[config.mk]
export PLATFORM = sky130hd
export DESIGN_NAME = uart_receiver_flat
export DESIGN_NICKNAME = d
export VERILOG_FILES = /design/src/rtl/uart_pkg.sv /design/src/rtl/uart_receiver_if.sv /design/src/rtl/sync_2ff.sv /design/src/rtl/uart_receiver.sv /design/src/flat_wrapper.sv
export SDC_FILE = /design/constraint.sdc
export NUM_CORES = 1
export LEC_CHECK = 0
export ABC_AREA = 1
export CAP_MARGIN = 30
export CORE_UTILIZATION = 30
export DETAILED_ROUTE_END_ITERATION = 7
export GPL_ROUTABILITY_DRIVEN = 0
export PLACE_DENSITY_LB_ADDON = 0.1
export SLEW_MARGIN = 20
export SYNTH_ARGS = -nofsm -noshare
export SYNTH_HDL_FRONTEND = slang
export SYNTH_HIERARCHICAL = 1
export SYNTH_SLANG_ARGS = --single-unit
[constraint.sdc]
create_clock -name system_clock -period 2.3 [get_ports system_clock]
set_input_delay 0.575 -clock system_clock [delete_from_list [all_inputs] [get_ports system_clock]]
set_output_delay 0.575 -clock system_clock [all_outputs]
set_load 0.005 [all_outputs]
[src/rtl/uart_pkg.sv]
// Definitions shared by the UART transmitter and receiver: frame format,
// oversampling ratio and the receiver FSM states.
package uart_pkg;
    localparam int OVERSAMPLE = 16;
    localparam int DATA_BITS  = 8;
    localparam int TICK_W     = 4;
    localparam int BURST_W    = 15;
    localparam int COUNT_W    = 16;

    localparam logic START_BIT  = 1'b0;
    localparam logic STOP_BIT   = 1'b1;
    localparam logic IDLE_LEVEL = 1'b1;

    typedef enum logic [2:0] {
        IDLE,
        START,
        DATA,
        STOP,
        WAIT_IDLE
    } rxState_e;
endpackage

[src/rtl/uart_receiver_if.sv]
// Burst-control and data signals between the UART receiver and its client.
interface uart_receiver_if #(
    parameter int DATA_BITS = uart_pkg::DATA_BITS
);
    logic                         sample_tick;
    logic                         rx;
    logic                         start;
    logic [uart_pkg::BURST_W-1:0] num_bytes_to_receive;
    logic [DATA_BITS-1:0]         rx_data;
    logic                         rx_valid;
    logic                         frame_error;
    logic [uart_pkg::COUNT_W-1:0] data_counter;
    logic                         busy;
    logic                         done;

    modport master (
        output sample_tick, rx, start, num_bytes_to_receive,
        input  rx_data, rx_valid, frame_error, data_counter, busy, done
    );

    modport slave (
        input  sample_tick, rx, start, num_bytes_to_receive,
        output rx_data, rx_valid, frame_error, data_counter, busy, done
    );
endinterface

[src/rtl/sync_2ff.sv]
// Two-flop synchronizer bringing a single asynchronous bit into the clk domain.
module sync_2ff #(
    parameter logic RESET_VALUE = uart_pkg::IDLE_LEVEL
) (
    input  logic clk,
    input  logic rst,
    input  logic d_i,
    output logic q_o
);
    logic meta_q;
    logic sync_q;

    always_ff @(posedge clk) begin
        if (rst) begin
            meta_q <= RESET_VALUE;
            sync_q <= RESET_VALUE;
        end else begin
            meta_q <= d_i;
            sync_q <= meta_q;
        end
    end

    assign q_o = sync_q;
endmodule

[src/rtl/uart_receiver.sv]
// Oversampling 8N1 UART receiver with burst control: once armed by start it
// accepts frames until the latched number of good bytes has been received.
module uart_receiver #(
    parameter int OVERSAMPLE = uart_pkg::OVERSAMPLE,
    parameter int DATA_BITS  = uart_pkg::DATA_BITS
) (
    input  logic           system_clock,
    input  logic           rst,
    uart_receiver_if.slave bus
);
    import uart_pkg::*;

    localparam int                BIT_W     = (DATA_BITS > 1) ? $clog2(DATA_BITS) : 1;
    localparam logic [TICK_W-1:0] MID_TICK  = TICK_W'(OVERSAMPLE / 2 - 1);
    localparam logic [TICK_W-1:0] LAST_TICK = TICK_W'(OVERSAMPLE - 1);
    localparam logic [BIT_W-1:0]  LAST_BIT  = BIT_W'(DATA_BITS - 1);

    rxState_e             state_q, state_d;
    logic [TICK_W-1:0]    tickCnt_q, tickCnt_d;
    logic [BIT_W-1:0]     bitCnt_q, bitCnt_d;
    logic [DATA_BITS-1:0] shift_q, shift_d;

    logic                 rxSync;
    logic                 rxPrev_q;
    logic                 armEdge;
    logic                 sampleNow;
    logic                 frameGood;
    logic                 frameBad;

    logic [DATA_BITS-1:0] rxData_q;
    logic                 rxValid_q;
    logic                 frameError_q;
    logic [COUNT_W-1:0]   dataCounter_q;
    logic [BURST_W-1:0]   byteTarget_q;
    logic                 busy_q;
    logic                 done_q;

    sync_2ff #(
        .RESET_VALUE(IDLE_LEVEL)
    ) rxSyncInst (
        .clk(system_clock),
        .rst(rst),
        .d_i(bus.rx),
        .q_o(rxSync)
    );

    // A start bit is only recognised while a burst is armed.
    assign armEdge   = busy_q && rxPrev_q && !rxSync;
    assign sampleNow = bus.sample_tick && (tickCnt_q == MID_TICK);

    always_ff @(posedge system_clock) begin
        if (rst) begin
            state_q   <= IDLE;
            tickCnt_q <= '0;
            bitCnt_q  <= '0;
            shift_q   <= '0;
            rxPrev_q  <= IDLE_LEVEL;
        end else begin
            state_q   <= state_d;
            tickCnt_q <= tickCnt_d;
            bitCnt_q  <= bitCnt_d;
            shift_q   <= shift_d;
            rxPrev_q  <= rxSync;
        end
    end

    always_comb begin
        state_d = state_q;
        case (state_q)
            IDLE:      if (armEdge) state_d = START;
            START:     if (sampleNow) state_d = (rxSync == START_BIT) ? DATA : IDLE;
            DATA:      if (sampleNow && (bitCnt_q == LAST_BIT)) state_d = STOP;
            STOP:      if (sampleNow) state_d = (rxSync == STOP_BIT) ? IDLE : WAIT_IDLE;
            WAIT_IDLE: if (rxSync == IDLE_LEVEL) state_d = IDLE;
            default:   state_d = IDLE;
        endcase
    end

    always_comb begin
        tickCnt_d = tickCnt_q;
        bitCnt_d  = bitCnt_q;
        shift_d   = shift_q;
        frameGood = 1'b0;
        frameBad  = 1'b0;
        if (bus.sample_tick) begin
            tickCnt_d = (tickCnt_q == LAST_TICK) ? '0 : tickCnt_q + 1'b1;
        end
        case (state_q)
            IDLE: begin
                bitCnt_d = '0;
                if (armEdge) tickCnt_d = '0;
            end
            START: bitCnt_d = '0;
            DATA: begin
                if (sampleNow) begin
                    shift_d  = DATA_BITS'({rxSync, shift_q} >> 1);
                    bitCnt_d = bitCnt_q + 1'b1;
                end
            end
            STOP: begin
                frameGood = sampleNow && (rxSync == STOP_BIT);
                frameBad  = sampleNow && (rxSync != STOP_BIT);
            end
            default: ;
        endcase
    end

    // Burst bookkeeping; a frame can only complete while busy, so it never collides with an accepted start.
    always_ff @(posedge system_clock) begin
        if (rst) begin
            rxData_q      <= '0;
            rxValid_q     <= 1'b0;
            frameError_q  <= 1'b0;
            dataCounter_q <= '0;
            byteTarget_q  <= '0;
            busy_q        <= 1'b0;
            done_q        <= 1'b0;
        end else begin
            rxValid_q    <= frameGood;
            frameError_q <= frameBad;
            if (frameGood) begin
                rxData_q      <= shift_q;
                dataCounter_q <= dataCounter_q + 1'b1;
                if ((dataCounter_q + 1'b1) == {1'b0, byteTarget_q}) begin
                    busy_q <= 1'b0;
                    done_q <= 1'b1;
                end
            end
            if (bus.start && !busy_q) begin
                dataCounter_q <= '0;
                byteTarget_q  <= bus.num_bytes_to_receive;
                busy_q        <= (bus.num_bytes_to_receive != '0);
                done_q        <= (bus.num_bytes_to_receive == '0);
            end
        end
    end

    assign bus.rx_data      = rxData_q;
    assign bus.rx_valid     = rxValid_q;
    assign bus.frame_error  = frameError_q;
    assign bus.data_counter = dataCounter_q;
    assign bus.busy         = busy_q;
    assign bus.done         = done_q;
endmodule

[src/flat_wrapper.sv]
// flat-port wrapper written by rule: the top's interface ports become plain ports
module uart_receiver_flat import uart_pkg::*;
#(
    parameter int OVERSAMPLE = uart_pkg::OVERSAMPLE,
    parameter int DATA_BITS  = uart_pkg::DATA_BITS
)
  (system_clock, rst, bus_sample_tick, bus_rx, bus_start, bus_num_bytes_to_receive, bus_rx_data, bus_rx_valid, bus_frame_error, bus_data_counter, bus_busy, bus_done);
  uart_receiver_if #(.DATA_BITS(DATA_BITS)) bus_i ();
  input  logic system_clock;
  input  logic rst;
  input wire logic [$bits(bus_i.sample_tick)-1:0] bus_sample_tick;
  input wire logic [$bits(bus_i.rx)-1:0] bus_rx;
  input wire logic [$bits(bus_i.start)-1:0] bus_start;
  input wire logic [$bits(bus_i.num_bytes_to_receive)-1:0] bus_num_bytes_to_receive;
  output wire logic [$bits(bus_i.rx_data)-1:0] bus_rx_data;
  output wire logic [$bits(bus_i.rx_valid)-1:0] bus_rx_valid;
  output wire logic [$bits(bus_i.frame_error)-1:0] bus_frame_error;
  output wire logic [$bits(bus_i.data_counter)-1:0] bus_data_counter;
  output wire logic [$bits(bus_i.busy)-1:0] bus_busy;
  output wire logic [$bits(bus_i.done)-1:0] bus_done;
  assign bus_i.sample_tick = bus_sample_tick;
  assign bus_i.rx = bus_rx;
  assign bus_i.start = bus_start;
  assign bus_i.num_bytes_to_receive = bus_num_bytes_to_receive;
  assign bus_rx_data = bus_i.rx_data;
  assign bus_rx_valid = bus_i.rx_valid;
  assign bus_frame_error = bus_i.frame_error;
  assign bus_data_counter = bus_i.data_counter;
  assign bus_busy = bus_i.busy;
  assign bus_done = bus_i.done;
  uart_receiver #(.OVERSAMPLE(OVERSAMPLE), .DATA_BITS(DATA_BITS)) u_core (.system_clock(system_clock), .rst(rst), .bus(bus_i));
endmodule
---- Word-level counts from Yosys, hierarchy flattened ----
Index checks and enable logic that the tools add are counted.
word-level totals
  register bits ........................... 64
  bits of input ports ..................... 20
  output and inout bits ................... 28
  word-level logic and storage cells ...... 76
operators by class
  add/subtract/negate cells ............... 3
  equal/unequal tests ..................... 14
  mux-type cells .......................... 21
  bitwise operators ....................... 2
  reduce and logical (&&, ||, !) cells .... 22
operators by type and width
  kind                     number
  $mux W3                  7
  $add A16 B1 Y16 const B  1
  $eq A16 B15 Y1           1
  $mux W4                  4
  $logic_not A15 Y1        1
  $pmux W3 S5              1
  $reduce_bool A15 Y1      1
  $ne A2 B1 Y1 const B     5
  $logic_and A1 B1 Y1      7
  $mux W1                  7
  $eq A3 B2 Y1 const B     2
  $eq A3 B3 Y1 const B     2
  $pmux W3 S2              1
  $reduce_and A2 Y1        3
  $reduce_bool A2 Y1       3
  $reduce_or A2 Y1         3
  $reduce_and A5 Y1        1
  $add A4 B1 Y4 const B    1
  $eq A4 B3 Y1 const B     1
  $eq A4 B4 Y1 const B     1
  $add A3 B1 Y3 const B    1
  $eq A3 B1 Y1 const B     1
  $logic_not A3 Y1         1
  $logic_not A1 Y1         2
  3 further kinds          4

---- Longest topological paths before layout ----
Gate-level depths: netlist of run 1.
  word-level depth ........................ 6
  gate-level depth with buffers ........... 14
  mapped depth without buffers ............ 14

---- Modules after synthesis ----
Netlist of run 1, hierarchy kept.
by module, submodules not included
  module         instances  cells an instance  area each (µm²)  seq. area each (µm²)
  uart_receiver  1          439                3031.7           1241.2
  sync_2ff       1          7                  58.8             40.0

---- Worst setup path before layout of run 1 ----
Ideal clock, no wire load.
  path type ............................... reg-to-reg
  from .................................... register u_core.dataCounter_q[0], in the netlist u_core/bus.data_counter[0]
  to ...................................... register u_core.busy_q, in the netlist u_core/bus.busy
  library setup time ...................... 0.133 ns
  data arrival time ....................... 1.577 ns
  required time ........................... 2.167 ns
  path slack .............................. 0.591 ns
  stages on the path, launching flop included .. 15
  path buffers ............................ 0
  clock period less this slack ............ 1.709 ns
  cells stage by stage .................... dfxtp_1 ha_1 nand2_1 nor2_4 nand2_1 nand2_1 nand2_1 nand2_1 nand2_1 nor2_1 nand2_1 nor2_1 nand3_1 nand2_1 a21oi_1
between the ends
  word-level cells in the longest chain between the ends .. 4
ends and longest elaborated chain
  item                          RTL line              source
  from (decl)                   uart_receiver.sv:33   logic [COUNT_W-1:0] dataCounter_q;
  from (signal assigned)        uart_receiver.sv:123  dataCounter_q <= dataCounter_q + 1'b1;
  $add A16 B1 Y16               uart_receiver.sv:124  if ((dataCounter_q + 1'b1) == {1'b0, byteTarget_q}) begin
  $eq A16 B15 Y1                uart_receiver.sv:124
  $reduce_bool A2 Y1 (no line)  --
  $reduce_and A2 Y1 (no line)   --
  to (signal assigned)          uart_receiver.sv:132  busy_q <= (bus.num_bytes_to_receive != '0);
  to (decl)                     uart_receiver.sv:35   logic busy_q;
Every way passes these cells.
A chain may end at the register's enable or synchronous reset.

---- Worst setup path in the final report of run 1 ----
  from .................................... register u_core.dataCounter_q[1], in the netlist u_core/bus.data_counter[1]
  to ...................................... register u_core.busy_q, in the netlist u_core/bus.busy
Same word-level chain as after synthesis.

==> flow_metrics.env, run 1 <==
export IMPL_finalSetupViolations=0
export IMPL_netlist_instances=446
export IMPL_synth_top_area_cell="dfxtp_1"
export IMPL_p_switching_mw=0.710
export IMPL_clockPowerShare_pct=42.5
export IMPL_final_antenna_net_count=0
export IMPL_finalNetCount=533
export IMPL_synth_top_area_share_pct=41.5
export IMPL_antenna_cells=0
export IMPL_max_slew_margin_pct=71.7
export IMPL_cts_buffers=9
export IMPL_grt_pass1_vias=2813
export IMPL_syn_to_final_growth_pct=30.4
export IMPL_timing_final_max_slew_violations=0
export IMPL_wl_per_cell_um=12.6
export IMPL_ff2ff_path_depth=13
export IMPL_finClkSkew_ns=0.00990
export IMPL_grt_use_total_pct=16.4
export IMPL_rows=36
export IMPL_first_iter_violations=98
export IMPL_synth_edf_count=0
export IMPL_dp_cells=628
export IMPL_timing_final_crit_share_pct=89.2
export IMPL_routed_wl_um=8180
export IMPL_ys_ff_latch=64
export IMPL_hold_buffers=0
export IMPL_p_sw_share_pct=27.1
export IMPL_dr_pass1_iters=4
export IMPL_die_h_um=103
export IMPL_async_flop_share_pct=0
export IMPL_synth_common_cells="nand2_1 (85), dfxtp_1 (64), nor2_1 (62)"
export IMPL_hold_path_class="flop to flop"
export IMPL_stdcell_count=647
export IMPL_synthTopCellsByArea="dfxtp_1 (41%), nand2_1 (10%), nor2_1 (7.5%)"
export IMPL_port_buffers=47
export IMPL_avgSynthCellArea_um2=6.93
export IMPL_cts_sinks=64
export IMPL_p_leak_nw=1.65
export IMPL_ys_seq_area_share_pct=41.5
export IMPL_stdcell_area_um2=4030
export IMPL_ios=48
export IMPL_placed_area_um2=3780
export IMPL_hold_violations=0
export IMPL_period_minus_slack_ns=2.05
export IMPL_critPathArrivalTime_ns=2.27
export IMPL_p_int_mw=1.91
export IMPL_start_util_pct=31.3
export IMPL_netlist_area_um2=3090
export IMPL_critPathCaptureType="flop"
export IMPL_status="complete, no violations"
export IMPL_ir_worst_vdd_uv=457
export IMPL_root_buffer="clkbuf_8"
export IMPL_grt_pass1_wl_um=13300
export IMPL_dp_hpwl_um=6020
export IMPL_synthDistinctLibCells=31
export IMPL_via_count=3035
export IMPL_place_ws_ns=-0.0638
export IMPL_grt_max_degree=25
export IMPL_cp_max_fo=5
export IMPL_ys_warn_count=6
export IMPL_cts_buffer_depth=2
export IMPL_p_per_area_nw_per_um2=649
export IMPL_die_width_um=103
export IMPL_h_tree_depth=3
export IMPL_drive_gt1_share_pct=8.17
export IMPL_seqPwrFrac_pct=45.6
export IMPL_drc=0
export IMPL_max_cap_violations=0
export IMPL_criticalPathCategory="flop to flop"
export IMPL_fmax_mhz=487
export IMPL_rsz0062_at_grt="no"
export IMPL_dieArea_um2=10700
export IMPL_synthFlopType="dfxtp_1"
export IMPL_grt_overflow=0
export IMPL_fillCellCount=1030
export IMPL_required_ns=2.52
export IMPL_clkTransAtPathRegs_ns=0.07
export IMPL_max_slew_worst_pin_slew_ns=0.421
export IMPL_core_um2=9860
export IMPL_syn_nets=470
export IMPL_pwr_share_comb_pct=11.8
export IMPL_antenna_found_initial=0
export IMPL_timing_final_ws_setup_ns=0.248
export IMPL_clock_latency_ns=0.34
export IMPL_yosys_cell_count_top_type="nand2_1"
export IMPL_min_path_cells=2
export IMPL_tritoncts="yes"
export IMPL_avgViaCountPerCell=4.69
export IMPL_cp_start_kind="flop"
-- layout make-up --
cell class / count / area [µm²] / area share [%]
sequential: 64 / 1280 / 31.8
timing repair buffer: 63 / 601 / 14.9
inverter: 62 / 233 / 5.77
clock buffer: 9 / 124 / 3.07
tap: 133 / 166 / 4.13
clock inverter: 7 / 103 / 2.55
multi-input combinational: 309 / 1520 / 37.8
-- metal layers --
layer  vias to the layer above  part of all wire [%]  global-route usage (%)  wire [µm]
met3                         5                   2.6                    4.70        214
met1                      1391                    47                    20.2       3820
met2                        47                    50                    28.3       4070
met4                         0                  0.86                    3.79         70
li1                       1592                     -                       -          -
met5                         -                     0                       0          0
-- worst max-delay path, stage by stage (launching register included) --
cell	delay, ns
dfxtp_1	0.41
ha_1	0.21
nand2_1	0.14
nor2_4	0.14
buf_2	0.18
nand4_1	0.14
nand3_1	0.12
nand2_1	0.06
inv_1	0.06
nand2_1	0.04
nor2_1	0.16
nand3_1	0.14
nand2_1	0.08
a21oi_1	0.05
-- power by group through the flow --
stage | sequential (mW) | combinational (mW) | clock [mW]
after floorplan | 1.21 | 0.204 | 0
after global placement | 1.22 | 0.305 | 0
after detailed placement | 1.22 | 0.308 | 0
after CTS | 1.19 | 0.309 | 1.15
after global routing | 1.20 | 0.358 | 1.20
final | 1.19 | 0.310 | 1.11
-- stage by stage --
stage,util (%),hold slack [ns],power [mW],TNS (ns)
3_5_place_dp,38.3,0.406,1.53,-0.0998
6_report,40.9,0.419,2.62,0
2_1_floorplan,-,0.387,1.41,0
5_1_grt,40.9,0.444,2.76,0
3_3_place_gp,38.3,0.406,1.52,0
4_1_cts,40.6,0.425,2.65,0
-- cells by family after synthesis --
family                     count (synthesis)  share of synthesized area (%)
AOI/OAI and AO/OA                         91                           16.2
xor gates and xnor gates                   4                           1.62
adders and majority gates                  4                           1.62
buffers and inverters                     73                           9.31
DFF                                       64                           41.5
and+or+nand+nor                          210                           29.8
-- flip-flops by register name, summed over array words and instances, names as in the netlist, 3 cells and up --
register and cells:
u_core/bitCnt_q 3, u_core/shift_q 8, u_core/tickCnt_q 4, u_core/state_q 3, u_core/byteTarget_q 15, u_core/bus.data_counter 16, u_core/bus.rx_data 8
-- path summary, 6_finish.rpt --
check	start	slack [ns]	to
hold / removal	u_core/rxSyncInst/meta_q	0.42	u_core/rxSyncInst/q_o
hold reg to reg	u_core/rxSyncInst/meta_q	0.42	u_core/rxSyncInst/q_o
setup / recovery	u_core/bus.data_counter[1]	0.25	u_core/bus.busy
setup reg to reg	u_core/bus.data_counter[1]	0.25	u_core/bus.busy
-- cell usage in the layout, fill, tap and decap left out, drive strengths merged --
cell / count
nand2: 86
nor2: 66
inv: 65
dfxtp: 64
clkdlybuf4s50: 47
o21ai: 40
nand3: 39
a21oi: 32
buf: 16
a211oi: 14
clkbuf: 9
nand4: 7
nor3: 5
ha: 4
o211ai: 3
nand3b: 3
nor4: 3
bufinv: 2
xor2: 2
clkinv: 1
clkinvlp: 1
a31oi: 1
a22oi: 1
xnor2: 1
and2: 1
xor3: 1
-- what timing repair did --
action	in CTS	in global routing
gates resized for setup	0	1
setup endpoints to repair	0	1
setup buffers	0	3
Note: power is estimated with default switching activity, not from simulation.
==> inputs of run 2 (changes only) <==
- CORE_UTILIZATION: 30 -> 54
==> flow_metrics.env, run 2 (same netlist as run 1, synthesis figures left out) <==
export IMPL_rows=27
export IMPL_h_tree_depth=3
export IMPL_routed_wl_um=7640
export IMPL_period_minus_slack_ns=2.01
export IMPL_max_cap_violations=0
export IMPL_finalNetCount=530
export IMPL_placed_area_um2=3690
export IMPL_root_buffer="clkbuf_8"
export IMPL_required_ns=2.53
export IMPL_status="complete, no violations"
export IMPL_clkTransAtPathRegs_ns=0.07
export IMPL_timing_final_max_slew_violations=0
export IMPL_avgViaCountPerCell=5.42
export IMPL_stdcell_count=583
export IMPL_grt_pass1_wl_um=12600
export IMPL_timing_final_crit_share_pct=87.2
export IMPL_max_stage_delay_ns=0.43
export IMPL_via_count=3162
export IMPL_ios=48
export IMPL_hold_violations=0
export IMPL_mostFrequentLayoutCells="nand2_1 (85), dfxtp_1 (64), nor2_1 (62)"
export IMPL_dieArea_um2=6030
export IMPL_grt_max_degree=25
export IMPL_multi_input_area_um2=1520
export IMPL_dp_hpwl_um=5680
export IMPL_criticalPathCategory="flop to flop"
export IMPL_cp_start_kind="flop"
export IMPL_p_leak_nw=1.63
export IMPL_critPathArrivalTime_ns=2.24
export IMPL_cts_sinks=64
export IMPL_finClkSkew_ns=0.0119
export IMPL_ir_worst_vdd_uv=591
export IMPL_final_setup_tns_ns=0
export IMPL_rsz0062_at_grt="no"
export IMPL_dr_pass1_iters=8
export IMPL_core_um2=5510
export IMPL_place_ws_ns=0.0446
export IMPL_max_slew_worst_pin_slew_ns=0.425
export IMPL_cp_max_fo=10
export IMPL_antenna_found_initial=0
export IMPL_timing_final_ws_setup_ns=0.295
export IMPL_antenna_cells=0
export IMPL_crit_path_cell_trace="ha_1 -> nand2_1 -> nor2_4 -> nand3_1 -> nand3b_1 -> nand2_1 -> nor2_1 -> nand3_1 -> nor2_1 -> nand3_1 -> nand2_1 -> a21oi_1"
export IMPL_clock_latency_ns=0.34
export IMPL_hold_buffers=0
export IMPL_cts_repair_resized=0
export IMPL_largest_reg_flops=16
export IMPL_grt_overflow=0
export IMPL_max_slew_margin_pct=71.6
export IMPL_first_iter_violations=233
export IMPL_dp_cells=567
export IMPL_cp_top_family="simple AND/OR/NAND/NOR gates"
export IMPL_tritoncts="yes"
export IMPL_final_antenna_net_count=0
export IMPL_grt_pass1_vias=2808
export IMPL_grt_use_total_pct=26.5
export IMPL_critPathCaptureType="flop"
export IMPL_seqCellArea_um2=1280
export IMPL_cpMaxStageDelayCell="dfxtp_1"
export IMPL_die_width_um=77.7
export IMPL_p_per_area_nw_per_um2=659
export IMPL_stdcell_area_um2=3910
export IMPL_fmax_mhz=499
export IMPL_post_cts_setup_buffers=0
export IMPL_drc=0
export IMPL_finalSetupViolations=0
export IMPL_wl_per_cell_um=13.1
export IMPL_start_util_pct=56.1
export IMPL_cts_buffer_depth=2
export IMPL_die_h_um=77.7
export IMPL_cts_buffers=9
export IMPL_hold_path_class="flop to flop"
export IMPL_final_common_cell="nand2_1"
export IMPL_fillCellCount=481
export IMPL_cp_num_buf_inv=0
export IMPL_syn_to_final_growth_pct=26.6
export IMPL_port_buffers=47
export IMPL_drive_gt1_share_pct=7.44
[run 2: per-layer routing]
metal,vias up,GRT usage [%],part of all wire [%]
li1,1588,-,-
met1,1451,30.8,43
met2,107,47.0,51
met3,16,4.59,4.7
met4,0,12.3,1.4
met5,-,0,0
[run 2: tightest hold or removal path: stages (launching register included)]
cell and delay, ns:
dfxtp_1 0.31, inv_1 0.04, nand2_1 0.05
[run 2: final timing paths]
path / from / to / slack [ns] / cells after the start
worst max-delay path: u_core/bus.data_counter[0] / u_core/bus.busy / 0.29 / 12
worst min-delay path: u_core/rxSyncInst/meta_q / u_core/rxSyncInst/q_o / 0.42 / 2
worst max register to register: u_core/bus.data_counter[0] / u_core/bus.busy / 0.29 / 12
worst min register to register: u_core/rxSyncInst/meta_q / u_core/rxSyncInst/q_o / 0.42 / 2
[run 2: power breakdown]
| part | leakage [nW] | total (mW) | switching [mW] | internal (mW) |
|---|---|---|---|---|
| logic | 0.995 | 0.315 | 0.187 | 0.128 |
| registers | 0.521 | 1.20 | 0.0433 | 1.16 |
| clock network | 0.112 | 1.07 | 0.432 | 0.634 |
| total | 1.63 | 2.58 | 0.662 | 1.92 |
[run 2: cell type report]
type                       count  share of cell area, %
tap                           72                   2.30
multi-input combinational    309                   38.9
clock buffer                  10                   3.52
sequential                    64                   32.7
inverter                      62                   5.95
clock inverter                 6                   2.11
timing repair buffer          60                   14.5
[run 2: per-stage QoR]
stage	hold WS [ns]	util (%)	total power [mW]
2_1_floorplan	0.387	-	1.41
3_3_place_gp	0.401	67.1	1.51
3_5_place_dp	0.410	67.1	1.53
4_1_cts	0.432	71.1	2.59
5_1_grt	0.451	71.1	2.69
6_report	0.423	71.1	2.58
==> inputs of run 3 (changes only) <==
- CORE_UTILIZATION: 54 -> 55
- DONT_BUFFER_PORTS: default -> 1
- GPL_ROUTABILITY_DRIVEN: 0 -> default
==> flow_metrics.env, run 3 (same netlist as run 1, synthesis figures left out) <==
export IMPL_max_slew_margin_pct=70.4
export IMPL_via_count=2850
export IMPL_period_minus_slack_ns=1.96
export IMPL_mostFrequentLayoutCells="nand2_1 (85), dfxtp_1 (64), nor2_1 (62)"
export IMPL_max_stage_delay_ns=0.43
export IMPL_dp_hpwl_um=5200
export IMPL_cp_max_fo=10
export IMPL_start_util_pct=58.6
export IMPL_critPathArrivalTime_ns=2.19
export IMPL_ios=48
export IMPL_placed_area_um2=3180
export IMPL_cts_repair_resized=0
export IMPL_stdcell_count=528
export IMPL_wl_per_cell_um=13.4
export IMPL_timing_final_crit_share_pct=85.1
export IMPL_cts_buffer_depth=2
export IMPL_grt_max_degree=25
export IMPL_hold_violations=0
export IMPL_antenna_cells=0
export IMPL_drive_gt1_share_pct=6.99
export IMPL_status="complete, no violations"
export IMPL_criticalPathCategory="flop to flop"
export IMPL_crit_path_cell_trace="ha_1 -> nand2_1 -> nor2_4 -> nand2_1 -> nand2_1 -> nand2_1 -> nand2_1 -> nand2_1 -> nor2_1 -> nand2_1 -> nor2_1 -> nand3_1 -> nand2_1 -> a21oi_1"
export IMPL_avgViaCountPerCell=5.40
export IMPL_r2r_end="u_core/bus.busy"
export IMPL_cts_buffers=9
export IMPL_hold_buffers=0
export IMPL_cp_start_kind="flop"
export IMPL_min_path_cells=1
export IMPL_routed_wl_um=7050
export IMPL_hold_end="u_core/bitCnt_q[1]"
export IMPL_cp_num_buf_inv=0
export IMPL_first_iter_violations=147
export IMPL_r2r_start="u_core/bus.data_counter[0]"
export IMPL_grt_pass1_vias=2558
export IMPL_grt_pass1_wl_um=12000
export IMPL_post_cts_setup_buffers=0
export IMPL_tritoncts="yes"
export IMPL_die_width_um=77.0
export IMPL_required_ns=2.53
export IMPL_fillCellCount=498
export IMPL_cpMaxStageDelayCell="dfxtp_1"
export IMPL_holdCritStartpoint="rst"
export IMPL_finClkSkew_ns=0.00501
export IMPL_grt_use_total_pct=26.0
export IMPL_max_cap_violations=0
export IMPL_stdcell_area_um2=3360
export IMPL_p_per_area_nw_per_um2=691
export IMPL_antenna_found_initial=0
export IMPL_dieArea_um2=5920
export IMPL_port_buffers=0
export IMPL_die_h_um=77.0
export IMPL_final_antenna_net_count=0
export IMPL_rsz0062_at_grt="no"
export IMPL_h_tree_depth=3
export IMPL_finalNetCount=477
export IMPL_clock_latency_ns=0.34
export IMPL_cp_top_family="simple AND/OR/NAND/NOR gates"
export IMPL_fmax_mhz=511
export IMPL_cpMostUsedCell="nand2_1"
export IMPL_gp_congestion=0.913
export IMPL_ff2ff_path_depth=14
export IMPL_p_leak_nw=1.40
export IMPL_syn_to_final_growth_pct=8.62
export IMPL_max_slew_worst_pin_slew_ns=0.440
export IMPL_dr_pass1_iters=5
export IMPL_rows=26
export IMPL_largest_reg_flops=16
export IMPL_hold_path_class="input port to flop"
export IMPL_final_setup_tns_ns=0
export IMPL_grt_overflow=0
export IMPL_final_common_cell="nand2_1"
export IMPL_clkTransAtPathRegs_ns=0.07
export IMPL_drc=0
export IMPL_r2r_slack_ns=0.34
export IMPL_cts_sinks=64
export IMPL_timing_final_max_slew_violations=0
export IMPL_finalSetupViolations=0
export IMPL_dp_cells=512
export IMPL_critPathCaptureType="flop"
export IMPL_ir_worst_vdd_uv=654
export IMPL_core_um2=5270
export IMPL_root_buffer="clkbuf_8"
-- run 3: changes by cell type in the layout (fill, tap and decap cells not counted) --
cell,before,now
buf_4,13,7
clkdlybuf4s50_1,47,0
inv_6,0,1
clkinv_2,3,1
bufinv_16,2,0
clkinvlp_4,1,4
-- run 3: area by class of cell --
| type | instances | area, µm² | area share, % |
|---|---|---|---|
| sequential | 64 | 1280 | 38.2 |
| tap | 70 | 87.6 | 2.61 |
| timing repair buffer | 7 | 52.6 | 1.57 |
| inverter | 62 | 233 | 6.93 |
| multi-input combinational | 309 | 1520 | 45.3 |
| clock buffer | 10 | 138 | 4.10 |
| clock inverter | 6 | 43.8 | 1.30 |
-- run 3: routing by layer --
metal  global-route usage (%)  vias up  wire length, µm
met2                     43.9       90             3440
met3                     9.40        8              446
met5                        0        -                0
met4                     8.85        0              112
li1                         -     1489                -
met1                     30.1     1263             3050
-- run 3: worst max-delay path by stage --
stage                                          start         endpoint  slack, ns  depth (start not counted)
after floorplan           u_core/bus.data_counter[0]  u_core/bus.busy       0.59                         14
after global placement    u_core/bus.data_counter[0]  u_core/bus.busy       0.43                         14
after detailed placement  u_core/bus.data_counter[0]  u_core/bus.busy       0.35                         14
after CTS                 u_core/bus.data_counter[0]  u_core/bus.busy       0.34                         14
after global routing      u_core/bus.data_counter[0]  u_core/bus.busy       0.12                         14
final                     u_core/bus.data_counter[0]  u_core/bus.busy       0.34                         14
-- run 3: worst reg2reg max path: cells and delay by family, from the launching register on --
kind,cells,cell delay [ns]
and+or+nand+nor,12,1.12
AOI/OAI and AO/OA,1,0.06
adders and majority gates,1,0.24
DFF,1,0.43
-- run 3: stage by stage --
| stage | total power [mW] | utilization, % | worst slack [ns] | hold slack (ns) |
|---|---|---|---|---|
| floorplan | 1.41 | - | 0.591 | 0.387 |
| global placement | 1.46 | 60.3 | 0.428 | 0.399 |
| detailed placement | 1.47 | 60.3 | 0.351 | 0.401 |
| CTS | 2.34 | 63.7 | 0.340 | 0.272 |
| global route | 2.43 | 63.7 | 0.124 | 0.271 |
| finish | 2.32 | 63.7 | 0.344 | 0.295 |
-- run 3: power breakdown --
group / switching, mW / internal, mW / total [mW]
clock: 0.450 / 0.421 / 0.871
combinational: 0.160 / 0.0926 / 0.252
sequential: 0.0391 / 1.16 / 1.20
